**src/rtl/fetch_unit_pkg.sv**
```systemverilog
// fetch_unit_pkg: shared CPU fetch definitions (state encoding, reset PC default)
package fetch_unit_pkg;
   localparam int FETCH_ADDR_W = 16;
   localparam logic [15:0] FETCH_RESET_PC = 16'h0000;
   typedef enum logic [1:0] {IDLE, REQ, WAIT, VALID} fetch_state_e;
endpackage

```
**src/rtl/fetch_pc_reg.sv**
```systemverilog
// fetch_pc_reg: program counter with redirect load and wrapping increment
module fetch_pc_reg
   import fetch_unit_pkg::*;
#(
   parameter int ADDR_W = FETCH_ADDR_W,
   parameter logic [ADDR_W-1:0] RESET_PC = ADDR_W'(FETCH_RESET_PC)
) (
   input  logic              clk,
   input  logic              reset,
   input  logic              load,
   input  logic [ADDR_W-1:0] load_addr,
   input  logic              inc,
   output logic [ADDR_W-1:0] pc
);
   // load beats increment; increment wraps naturally at the register width
   always_ff @(posedge clk) begin
      if (reset) pc <= RESET_PC;
      else if (load) pc <= load_addr;
      else if (inc) pc <= pc + ADDR_W'(1);
   end
endmodule

```
**src/rtl/fetch_unit.sv**
```systemverilog
// fetch_unit: single-port instruction fetch FSM with redirect and decoder handshake
module fetch_unit
   import fetch_unit_pkg::*;
#(
   parameter int ADDR_W = FETCH_ADDR_W,
   parameter logic [ADDR_W-1:0] RESET_PC = ADDR_W'(FETCH_RESET_PC)
) (
   input  logic              clk,
   input  logic              reset,
   input  logic              stall,
   input  logic              redirect,
   input  logic [ADDR_W-1:0] redirect_addr,
   input  logic [15:0]       mem_rdata,
   output logic [ADDR_W-1:0] mem_addr,
   output logic              mem_rd_en,
   output logic [15:0]       instr,
   output logic [ADDR_W-1:0] instr_pc,
   output logic              instr_valid,
   input  logic              instr_ready
);
   fetch_state_e state, state_nxt;
   logic [ADDR_W-1:0] pc;
   logic pc_load, pc_inc, capture;
   fetch_pc_reg #(.ADDR_W(ADDR_W), .RESET_PC(RESET_PC)) u_pc (
      .clk(clk),
      .reset(reset),
      .load(pc_load),
      .load_addr(redirect_addr),
      .inc(pc_inc),
      .pc(pc)
   );
   // next state and strobes; a redirect outside IDLE restarts at REQ and drops any in-flight read
   always_comb begin
      pc_load = redirect && state != IDLE;
      pc_inc = state == VALID && instr_ready && !redirect;
      capture = state == WAIT && !redirect;
      state_nxt = (state == IDLE) ? REQ :
                  (state == REQ) ? (stall ? REQ : WAIT) :
                  (state == WAIT) ? VALID :
                  (instr_ready ? REQ : VALID);
      if (pc_load) state_nxt = REQ;
      mem_rd_en = state == REQ && !stall;
      mem_addr = pc;
      instr_valid = state == VALID;
   end
   // state register and instruction capture at the end of WAIT
   always_ff @(posedge clk) begin
      if (reset) begin
         state <= IDLE;
         instr <= 16'h0000;
         instr_pc <= '0;
      end else begin
         state <= state_nxt;
         if (capture) begin
            instr <= mem_rdata;
            instr_pc <= pc;
         end
      end
   end
endmodule

```
**config.mk**
```make
export PLATFORM = sky130hd
export DESIGN_NAME = fetch_unit
export DESIGN_NICKNAME = d
export VERILOG_FILES = /design/src/rtl/fetch_unit_pkg.sv /design/src/rtl/fetch_pc_reg.sv /design/src/rtl/fetch_unit.sv
export SDC_FILE = /design/constraint.sdc
export NUM_CORES = 1
export LEC_CHECK = 0
export BUFFER_PORTS_ARGS = -buffer_cell sky130_fd_sc_hd__buf_2
export CAP_MARGIN = 15
export CORE_MARGIN = 3
export CORE_UTILIZATION = 40
export DETAILED_ROUTE_END_ITERATION = 6
export PLACE_DENSITY_LB_ADDON = 0.1
export SYNTH_ARGS = -nofsm -noshare
export SYNTH_HDL_FRONTEND = slang
export SYNTH_SLANG_ARGS = --single-unit
```
**constraint.sdc**
```tcl
create_clock -name clk -period 1.6 [get_ports clk]
set_clock_uncertainty 0.05 [all_clocks]
set_input_delay 0.16 -clock clk [delete_from_list [all_inputs] [get_ports clk]]
set_output_delay 0.16 -clock clk [all_outputs]
set_load 0.02 [all_outputs]
```
==> flow_summary.html, run 1 <==
<table>
<tr><th>Metric</th><th>Value</th></tr>
<tr><th colspan="2">Worst hold path</th></tr>
<tr><td>Type of the tightest min-delay check</td><td>primary input to flop</td></tr>
<tr><td>Hold Crit Depth</td><td>3</td></tr>
<tr><td>Beginning of the worst hold path</td><td>mem_rdata[9]</td></tr>
<tr><td>Sink of the worst hold path</td><td>instr[9]</td></tr>
<tr><th colspan="2">Detailed routing</th></tr>
<tr><td>First-iteration detailed-routing DRC count</td><td>100</td></tr>
<tr><td>Count of TritonRoute iterations in the first routing pass</td><td>4</td></tr>
<tr><td>Drt via density</td><td>4.96</td></tr>
<tr><td>DRC viols</td><td>0</td></tr>
<tr><td>Routed Antenna Nets</td><td>0</td></tr>
<tr><td>Total detailed-routing wirelength</td><td>5960 um</td></tr>
<tr><td>Average routed wire per standard cell</td><td>13.0 um</td></tr>
<tr><td>Via count of the routed design</td><td>2270</td></tr>
<tr><th colspan="2">Floorplan</th></tr>
<tr><td>Initial Util</td><td>0.419</td></tr>
<tr><td>Die W</td><td>79.8 um</td></tr>
<tr><td>Io pins</td><td>87</td></tr>
<tr><td>Floorplan die area</td><td>0.00637 mm^2</td></tr>
<tr><td>Floorplan die height</td><td>79.8 um</td></tr>
<tr><td>Placeable Area</td><td>0.00520 mm^2</td></tr>
<tr><td>Standard-cell rows</td><td>26</td></tr>
<tr><th colspan="2">Synthesis</th></tr>
<tr><td>Synth top area cells</td><td>sky130_fd_sc_hd__dfxtp_1, sky130_fd_sc_hd__nand2_1, sky130_fd_sc_hd__a21oi_1, sky130_fd_sc_hd__o211ai_1, sky130_fd_sc_hd__clkbuf_1</td></tr>
<tr><td>Share of synthesized cell area in full adder, half adder and majority cells</td><td>0.00574</td></tr>
<tr><td>Mean area per synthesized cell</td><td>7.90 um^2</td></tr>
<tr><td>Synthesized cell area</td><td>0.00218 mm^2</td></tr>
<tr><td>Yosys reg bits</td><td>50</td></tr>
<tr><td>Xor/xnor share of the synthesized area</td><td>0.0161</td></tr>
<tr><td>Post-synthesis cell type with the largest combined area</td><td>sky130_fd_sc_hd__dfxtp_1</td></tr>
<tr><td>Primary FF master, synth</td><td>sky130_fd_sc_hd__dfxtp_1</td></tr>
<tr><td>Largest family of logic cells by synthesized area</td><td>simple AND/OR/NAND/NOR gates</td></tr>
<tr><td>Multiplexer share of the synthesized area</td><td>0</td></tr>
<tr><td>Share of Yosys cell area claimed by the top area cell type</td><td>0.459</td></tr>
<tr><td>Synth warnings</td><td>0</td></tr>
<tr><td>Share of synthesized flip-flops with an asynchronous set or reset</td><td>0</td></tr>
<tr><td>Compound-cell area share of the yosys netlist</td><td>0.207</td></tr>
<tr><td>Register area share after synthesis</td><td>0.459</td></tr>
<tr><td>Simple-gate area share of the yosys netlist</td><td>0.275</td></tr>
<tr><td>Mapped Nets</td><td>314</td></tr>
<tr><td>Number of instances in the synthesized netlist</td><td>276</td></tr>
<tr><td>Number of enable-type register cells in the synthesized netlist</td><td>0</td></tr>
<tr><td>Number of distinct standard cells referenced by the synthesized netlist</td><td>43</td></tr>
<tr><th colspan="2">Global routing</th></tr>
<tr><td>Vias in the first global route</td><td>2022</td></tr>
<tr><td>Antenna violations before repair</td><td>0</td></tr>
<tr><td>Pin count of the biggest net entering global routing</td><td>32</td></tr>
<tr><td>First-pass GRT wire length</td><td>9560 um</td></tr>
<tr><td>Total track usage</td><td>0.189</td></tr>
<tr><td>Total congestion overflow</td><td>0</td></tr>
<tr><th colspan="2">Clock tree</th></tr>
<tr><td>Register clock-pin slew on the reported worst setup and hold paths</td><td>0.09 ns</td></tr>
<tr><td>TritonCTS clock tree</td><td>built</td></tr>
<tr><td>Number of buffers inserted during clock tree synthesis</td><td>5</td></tr>
<tr><td>Buffers from clock root to sink, at most</td><td>2</td></tr>
<tr><td>Number of H-tree branching levels</td><td>2</td></tr>
<tr><td>CTS root buffer</td><td>sky130_fd_sc_hd__clkbuf_8</td></tr>
<tr><td>Count of clock tree sinks</td><td>50</td></tr>
<tr><td>Number of buffers added to fix hold violations after cts</td><td>0</td></tr>
<tr><td>Later-pin clock latency in the skew report</td><td>0.30 ns</td></tr>
<tr><th colspan="2">Setup path</th></tr>
<tr><td>Worst Path Max Fanout</td><td>4</td></tr>
<tr><td>Endpoint required time on the critical path</td><td>1.80 ns</td></tr>
<tr><td>Critical R2R Launch</td><td>u_pc.pc[1]</td></tr>
<tr><td>Critical path endpoint category</td><td>flop</td></tr>
<tr><td>Element type at the critical path start</td><td>flop</td></tr>
<tr><td>Endpoint of the lowest-slack register-to-register path</td><td>u_pc.pc[14]</td></tr>
<tr><td>Critical path start-end classification</td><td>flop to flop</td></tr>
<tr><td>Slack of the worst reg-to-reg path</td><td>0.007 ns</td></tr>
<tr><td>Worst Reg2Reg Path Length in Cells</td><td>6</td></tr>
<tr><td>Data arrival time of the worst path</td><td>1.79 ns</td></tr>
<tr><th colspan="2">Power</th></tr>
<tr><td>Clock group share of total power</td><td>0.339</td></tr>
<tr><td>PnR Total Power</td><td>2.62 mW</td></tr>
<tr><td>Static Leak</td><td>1.30 nW</td></tr>
<tr><td>Sequential Power Share</td><td>0.510</td></tr>
<tr><td>Switching component of the power</td><td>0.684 mW</td></tr>
<tr><td>Pwr dens</td><td>857 mW/mm^2</td></tr>
<tr><td>Int Pwr</td><td>1.93 mW</td></tr>
<tr><td>Combinational Power Share</td><td>0.151</td></tr>
<tr><td>Switching share of total power</td><td>0.261</td></tr>
<tr><td>Maximum vdd drop</td><td>0.439 mV</td></tr>
<tr><th colspan="2">Cells and area</th></tr>
<tr><td>Fraction of layout cells with a size suffix above 1</td><td>0.392</td></tr>
<tr><td>Final cell count without fillers</td><td>458</td></tr>
<tr><td>Net count reported at finish</td><td>425</td></tr>
<tr><td>Count of antenna diodes in the layout</td><td>0</td></tr>
<tr><td>Area growth from synthesis to final layout</td><td>40.0%</td></tr>
<tr><th colspan="2">STA</th></tr>
<tr><td>Final hold viol count</td><td>0</td></tr>
<tr><td>Worst Max-Slew Pin Slew</td><td>0.361 ns</td></tr>
<tr><td>Post-layout minimum cycle time</td><td>1.59 ns</td></tr>
<tr><td>Tcrit/Tclk final</td><td>0.995</td></tr>
<tr><td>RSZ-0062 raised after global routing</td><td>yes</td></tr>
<tr><td>Max-slew violation total from the final report</td><td>0</td></tr>
<tr><td>Final setup violation count</td><td>0</td></tr>
<tr><td>Highest clock rate</td><td>0.628 GHz</td></tr>
<tr><td>Max transition margin</td><td>0.760</td></tr>
<tr><th colspan="2">Placed design</th></tr>
<tr><td>Placer Congestion</td><td>0.788</td></tr>
<tr><td>Count of port buffers added during placement</td><td>86</td></tr>
<tr><td>Number of placed cells counting well taps</td><td>445</td></tr>
<tr><td>Placed wire-length estimate</td><td>4420 um</td></tr>
<tr><th colspan="2">Job</th></tr>
<tr><td>Number of max-capacitance violations reported</td><td>0</td></tr>
<tr><th colspan="2">Run status</th></tr>
<tr><td>Result of the run</td><td>complete, no violations</td></tr>
</table>
## placed cells by master (no fill, tap or decap), drive strengths merged
cell type,netlist,routed
o21ai,10,10
clkbuf,15,5
or3,7,7
nor3b,3,3
o21a,1,1
a311oi,1,1
nand3,10,10
nor2b,4,4
nand3b,1,1
nand2,79,79
or4,2,2
inv,2,3
xor2,1,1
nand4b,1,1
clkinvlp,0,1
nor2,3,3
o311ai,2,2
buf,3,122
bufinv,0,1
ha,1,1
and4b,1,1
xnor2,3,3
and2,3,3
o2111ai,2,2
o211ai,8,8
a21boi,1,1
a22oi,4,4
nor3,1,1
and3,2,2
o221ai,1,1
and4,2,2
and3b,1,1
a31oi,4,4
dfxtp,50,50
a21oi,42,42
a2bb2oi,1,1
nand4,4,4
## through the flow
stage / utilization / setup WS [ns] / hold slack (ns) / TNS (ns) / cell area (um^2)
2_1_floorplan: - / -0.0106 / 0.246 / -0.0106 / 2210
3_3_place_gp: 0.553 / 0.0457 / 0.351 / 0 / 2880
3_5_place_dp: 0.553 / 0.00755 / 0.356 / 0 / 2880
4_1_cts: 0.578 / 0.0112 / 0.0186 / 0 / 3010
5_1_grt: 0.587 / -0.0447 / 0.0217 / -0.130 / 3050
6_report: 0.587 / 0.00739 / 0.0292 / 0 / 3050
## registers in the layout, indices dropped and copies added, names as in the netlist
name,flops
instr,16
instr_pc,16
u_pc.pc,16
state,2
## layout make-up
class | count | area (um^2)
tap | 70 | 87.6
sequential | 50 | 1020
clock buffer | 5 | 68.8
inverter | 2 | 7.51
clock inverter | 3 | 43.8
multi-input combinational | 206 | 1120
timing repair buffer | 122 | 704
fill | 522 | 2150
## metal layers
| metal | up-vias | part of all wire | GRT usage | routed length (um) |
|---|---|---|---|---|
| met5 | - | 0 | 0 | 0 |
| met2 | 67 | 0.47 | 0.308 | 2790 |
| met1 | 1012 | 0.46 | 0.255 | 2740 |
| li1 | 1187 | - | - | - |
| met4 | 0 | 0.0084 | 0.0456 | 50 |
| met3 | 4 | 0.065 | 0.0406 | 386 |
## cells in the mapped netlist, types with 3 or more instances
cell,n
sky130_fd_sc_hd__or3_1,6
sky130_fd_sc_hd__nand2_1,79
sky130_fd_sc_hd__o21ai_0,9
sky130_fd_sc_hd__nor2_1,3
sky130_fd_sc_hd__a21oi_1,42
sky130_fd_sc_hd__nand3_1,10
sky130_fd_sc_hd__a22oi_1,4
sky130_fd_sc_hd__dfxtp_1,50
sky130_fd_sc_hd__a31oi_1,4
sky130_fd_sc_hd__nor3b_1,3
sky130_fd_sc_hd__o211ai_1,8
sky130_fd_sc_hd__xnor2_1,3
sky130_fd_sc_hd__nor2b_1,4
sky130_fd_sc_hd__nand4_1,3
sky130_fd_sc_hd__clkbuf_1,14
## worst max-delay path by stage
stage / slack (ns) / startpoint / to / cells past startpoint
after detailed placement: 0.008 / state[0] / u_pc.pc[14] / 4
after CTS: 0.01 / u_pc.pc[1] / u_pc.pc[15] / 4
after global placement: 0.05 / state[0] / u_pc.pc[14] / 4
after global routing: -0.04 / state[0] / u_pc.pc[15] / 4
final: 0.007 / u_pc.pc[1] / u_pc.pc[14] / 6
after floorplan: -0.01 / u_pc.pc[4] / u_pc.pc[15] / 5
## kinds of logic after synthesis
family | Yosys count
simple gates | 124
compound gates | 77
flops | 50
buf+inv | 20
xor+xnor | 4
fa+ha+maj | 1
## power groups by stage
stage / Combinational (mW) / Sequential [mW] / Clock [mW]
finish: 0.395 / 1.33 / 0.888
global route: 0.434 / 1.34 / 0.970
CTS: 0.394 / 1.33 / 0.919
detailed placement: 0.391 / 1.36 / 0
global placement: 0.392 / 1.36 / 0
floorplan: 0.137 / 1.42 / 0
## timing repair
| item | CTS | global route |
|---|---|---|
| setup buffers | 2 | 3 |
| endpoints found under the setup margin | 1 | 24 |
| pin swaps | 1 | 2 |
| hold endpoints to repair | 0 | 0 |
| gates resized for setup | 0 | 9 |
## critical path, stage by stage (launching register included)
cell and delay, ns:
sky130_fd_sc_hd__dfxtp_2 0.36, sky130_fd_sc_hd__ha_2 0.18, sky130_fd_sc_hd__and3_4 0.19, sky130_fd_sc_hd__nand4_1 0.17
sky130_fd_sc_hd__buf_4 0.19, sky130_fd_sc_hd__or3_1 0.31, sky130_fd_sc_hd__nand3_1 0.08
Power figures use the tool's default switching activity.
==> run 2, diff against run 1 <==
- RECOVER_POWER: unset -> 100
==> run 2 against run 1 <==
Effect of this change:
- total power hardly changed
- non-clock buffer count unchanged
- maximum frequency about the same
- largest cell class unchanged
- largest power group unchanged
==> flow_summary.html, run 2 (same netlist as run 1, synthesis figures left out) <==
<table>
<tr><th>Metric</th><th>Value</th></tr>
<tr><th colspan="2">Run status</th></tr>
<tr><td>Result of the run</td><td>complete, no violations</td></tr>
<tr><th colspan="2">Detailed routing</th></tr>
<tr><td>Average routed wire per standard cell</td><td>13.1 um (+0.54%)</td></tr>
<tr><td>DRC viols</td><td>0 (unchanged)</td></tr>
<tr><td>Routed Antenna Nets</td><td>0 (unchanged)</td></tr>
<tr><td>Total detailed-routing wirelength</td><td>6000 um (+0.54%)</td></tr>
<tr><td>Drt via density</td><td>4.97 (+0.22%)</td></tr>
<tr><td>Via count of the routed design</td><td>2275 (+0.22%)</td></tr>
<tr><td>First-iteration detailed-routing DRC count</td><td>89 (-11%)</td></tr>
<tr><td>Count of TritonRoute iterations in the first routing pass</td><td>4 (unchanged)</td></tr>
<tr><th colspan="2">Power</th></tr>
<tr><td>Combinational Power Share</td><td>0.151 (about the same)</td></tr>
<tr><td>Switching share of total power</td><td>0.263 (+0.00118)</td></tr>
<tr><td>Pwr dens</td><td>869 mW/mm^2 (+1.4%)</td></tr>
<tr><td>Int Pwr</td><td>1.93 mW (about the same)</td></tr>
<tr><td>Clock group share of total power</td><td>0.340 (about the same)</td></tr>
<tr><td>Static Leak</td><td>1.17 nW (-10%)</td></tr>
<tr><td>Sequential Power Share</td><td>0.509 (about the same)</td></tr>
<tr><td>Maximum vdd drop</td><td>0.439 mV (about the same)</td></tr>
<tr><td>Switching component of the power</td><td>0.688 mW (+0.54%)</td></tr>
<tr><th colspan="2">Cells and area</th></tr>
<tr><td>Registers with the highest flip-flop counts</td><td>instr x16, instr_pc x16, u_pc.pc x16</td></tr>
<tr><td>Net count reported at finish</td><td>425 (unchanged)</td></tr>
<tr><td>Final cell count without fillers</td><td>458 (unchanged)</td></tr>
<tr><td>Count of antenna diodes in the layout</td><td>0 (unchanged)</td></tr>
<tr><td>Fraction of layout cells with a size suffix above 1</td><td>0.312 (-0.0799)</td></tr>
<tr><td>Most common cell after layout, fill and taps aside</td><td>sky130_fd_sc_hd__nand2_1</td></tr>
<tr><td>Layout Utilization</td><td>0.579 (-0.00745)</td></tr>
<tr><td>Commonest cells after routing, fill and taps aside</td><td>sky130_fd_sc_hd__nand2_1, sky130_fd_sc_hd__buf_2, sky130_fd_sc_hd__a21oi_1</td></tr>
<tr><td>Area growth from synthesis to final layout</td><td>38.2%</td></tr>
<tr><th colspan="2">Job</th></tr>
<tr><td>Number of max-capacitance violations reported</td><td>0 (unchanged)</td></tr>
<tr><th colspan="2">Clock tree</th></tr>
<tr><td>CTS root buffer</td><td>sky130_fd_sc_hd__clkbuf_8</td></tr>
<tr><td>Count of clock tree sinks</td><td>50 (unchanged)</td></tr>
<tr><td>Later-pin clock latency in the skew report</td><td>0.30 ns (about the same)</td></tr>
<tr><td>Number of H-tree branching levels</td><td>2 (unchanged)</td></tr>
<tr><td>TritonCTS clock tree</td><td>built</td></tr>
<tr><td>Register clock-pin slew on the reported worst setup and hold paths</td><td>0.09 ns (about the same)</td></tr>
<tr><td>Buffers from clock root to sink, at most</td><td>2 (unchanged)</td></tr>
<tr><td>Number of buffers inserted during clock tree synthesis</td><td>5 (unchanged)</td></tr>
<tr><th colspan="2">Floorplan</th></tr>
<tr><td>Standard-cell rows</td><td>26 (unchanged)</td></tr>
<tr><td>Io pins</td><td>87 (unchanged)</td></tr>
<tr><td>Placeable Area</td><td>0.00520 mm^2 (unchanged)</td></tr>
<tr><td>Initial Util</td><td>0.419 (unchanged)</td></tr>
<tr><td>Die W</td><td>79.8 um (unchanged)</td></tr>
<tr><td>Floorplan die height</td><td>79.8 um (unchanged)</td></tr>
<tr><td>Floorplan die area</td><td>0.00637 mm^2 (unchanged)</td></tr>
<tr><th colspan="2">Placed design</th></tr>
<tr><td>Placed wire-length estimate</td><td>4420 um (unchanged)</td></tr>
<tr><td>Number of placed cells counting well taps</td><td>445 (unchanged)</td></tr>
<tr><td>Worst setup timing slack at the placement stage</td><td>0.00755 ns (unchanged)</td></tr>
<tr><td>Count of port buffers added during placement</td><td>86 (unchanged)</td></tr>
<tr><td>Placer Congestion</td><td>0.788 (unchanged)</td></tr>
<tr><th colspan="2">STA</th></tr>
<tr><td>RSZ-0062 raised after global routing</td><td>yes</td></tr>
<tr><td>Final hold viol count</td><td>0 (unchanged)</td></tr>
<tr><td>Max transition margin</td><td>0.756 (-0.00341)</td></tr>
<tr><td>Tcrit/Tclk final</td><td>0.996 (about the same)</td></tr>
<tr><td>Worst Max-Slew Pin Slew</td><td>0.366 ns (+0.00511 ns)</td></tr>
<tr><td>Highest clock rate</td><td>0.628 GHz (about the same)</td></tr>
<tr><td>Post-layout minimum cycle time</td><td>1.59 ns (+0.000603 ns)</td></tr>
<tr><td>Final setup violation count</td><td>0 (unchanged)</td></tr>
<tr><td>Max-slew violation total from the final report</td><td>0 (unchanged)</td></tr>
<tr><td>Hold Slack</td><td>0.0268 ns (-0.00249 ns)</td></tr>
<tr><td>Smallest setup slack after layout</td><td>0.00678 ns (-0.000603 ns)</td></tr>
<tr><th colspan="2">Global routing</th></tr>
<tr><td>Pin count of the biggest net entering global routing</td><td>32 (unchanged)</td></tr>
<tr><td>Total track usage</td><td>0.189 (unchanged)</td></tr>
<tr><td>Vias in the first global route</td><td>2022 (unchanged)</td></tr>
<tr><td>Total congestion overflow</td><td>0 (unchanged)</td></tr>
<tr><td>Antenna violations before repair</td><td>0 (unchanged)</td></tr>
<tr><td>First-pass GRT wire length</td><td>9560 um (unchanged)</td></tr>
<tr><th colspan="2">Setup path</th></tr>
<tr><td>Endpoint required time on the critical path</td><td>1.80 ns (about the same)</td></tr>
<tr><td>Data arrival time of the worst path</td><td>1.79 ns (about the same)</td></tr>
<tr><td>Critical path endpoint category</td><td>flop</td></tr>
<tr><td>Cell with the largest stage delay on the worst path</td><td>sky130_fd_sc_hd__dfxtp_2</td></tr>
<tr><td>Critical path's top delay family</td><td>simple AND/OR/NAND/NOR gates</td></tr>
<tr><td>Buffering stage count on the worst path with inverters included</td><td>1 (unchanged)</td></tr>
<tr><td>Delay contributed by the slowest stage of the critical path</td><td>0.36 ns (about the same)</td></tr>
<tr><td>Critical R2R Launch</td><td>u_pc.pc[1]</td></tr>
<tr><td>Series of cell instances along the critical path</td><td>ha_2 &gt; and3_4 &gt; nand4_1 &gt; buf_4 &gt; or3_1 &gt; nand3_1</td></tr>
<tr><td>Worst Path Max Fanout</td><td>4 (unchanged)</td></tr>
<tr><td>Critical path start-end classification</td><td>flop to flop</td></tr>
<tr><td>Start point of the critical path</td><td>u_pc.pc[1]</td></tr>
<tr><td>Element type at the critical path start</td><td>flop</td></tr>
<tr><th colspan="2">Worst hold path</th></tr>
<tr><td>Beginning of the worst hold path</td><td>mem_rdata[9]</td></tr>
<tr><td>Type of the tightest min-delay check</td><td>primary input to flop</td></tr>
</table>
-- run 2: cell types whose count changed in the layout (fill, tap and decap cells not counted) --
cell                       previous run  this run
sky130_fd_sc_hd__clkbuf_1             0        31
sky130_fd_sc_hd__buf_2               86        55
-- run 2: area by class of cell --
class / instances / area (um^2)
Clock buffer: 5 / 68.8
Clock inverter: 3 / 43.8
Fill cell: 531 / 2190
Inverter: 2 / 7.51
Multi-Input combinational cell: 206 / 1120
Sequential cell: 50 / 1020
Tap cell: 70 / 87.6
Timing Repair Buffer: 122 / 666
-- run 2: stage by stage --
step	instance area [um^2]	TNS, ns	total power, mW
floorplan	2210	-0.0106	1.56
global placement	2880	0	1.75
detailed placement	2880	0	1.75
CTS	3010	0	2.64
global route	3010	-0.130	2.74
finish	3010	0	2.62
-- run 2: power by group through the flow --
stage               Sequential (mW)  Clock (mW)  Combinational, mW
floorplan                      1.42           0              0.137
global placement               1.36           0              0.392
detailed placement             1.36           0              0.391
CTS                            1.33       0.919              0.394
global route                   1.34       0.970              0.433
finish                         1.33       0.891              0.394
-- run 2: what timing repair did --
item                                    in CTS  in global routing
setup buffers                                2                  3
hold buffers                                 0                  0
endpoints found under the setup margin       1                 24
pin swaps                                    1                  2
resized for setup                            0                  9
hold endpoints to repair                     0                  0
-- run 2: worst paths after layout --
kind / endpoint / slack, ns / depth (start not counted)
max: u_pc.pc[14] / 0.007 / 6
min: instr[9] / 0.03 / 3
min reg2reg: instr_pc[7] / 0.41 / 2
max reg2reg: u_pc.pc[14] / 0.007 / 6
-- run 2: worst min-delay path, stage by stage --
cell and delay, ns:
sky130_fd_sc_hd__buf_2 0.09, sky130_fd_sc_hd__nand2_1 0.04, sky130_fd_sc_hd__a21oi_1 0.05
-- run 2: layer usage --
layer  global-route usage  wire, um  vias to the layer above
met2                0.308      2780                       62
li1                     -         -                     1189
met4               0.0456        55                        0
met1                0.255      2800                     1020
met5                    0         0                        -
met3               0.0406       361                        4
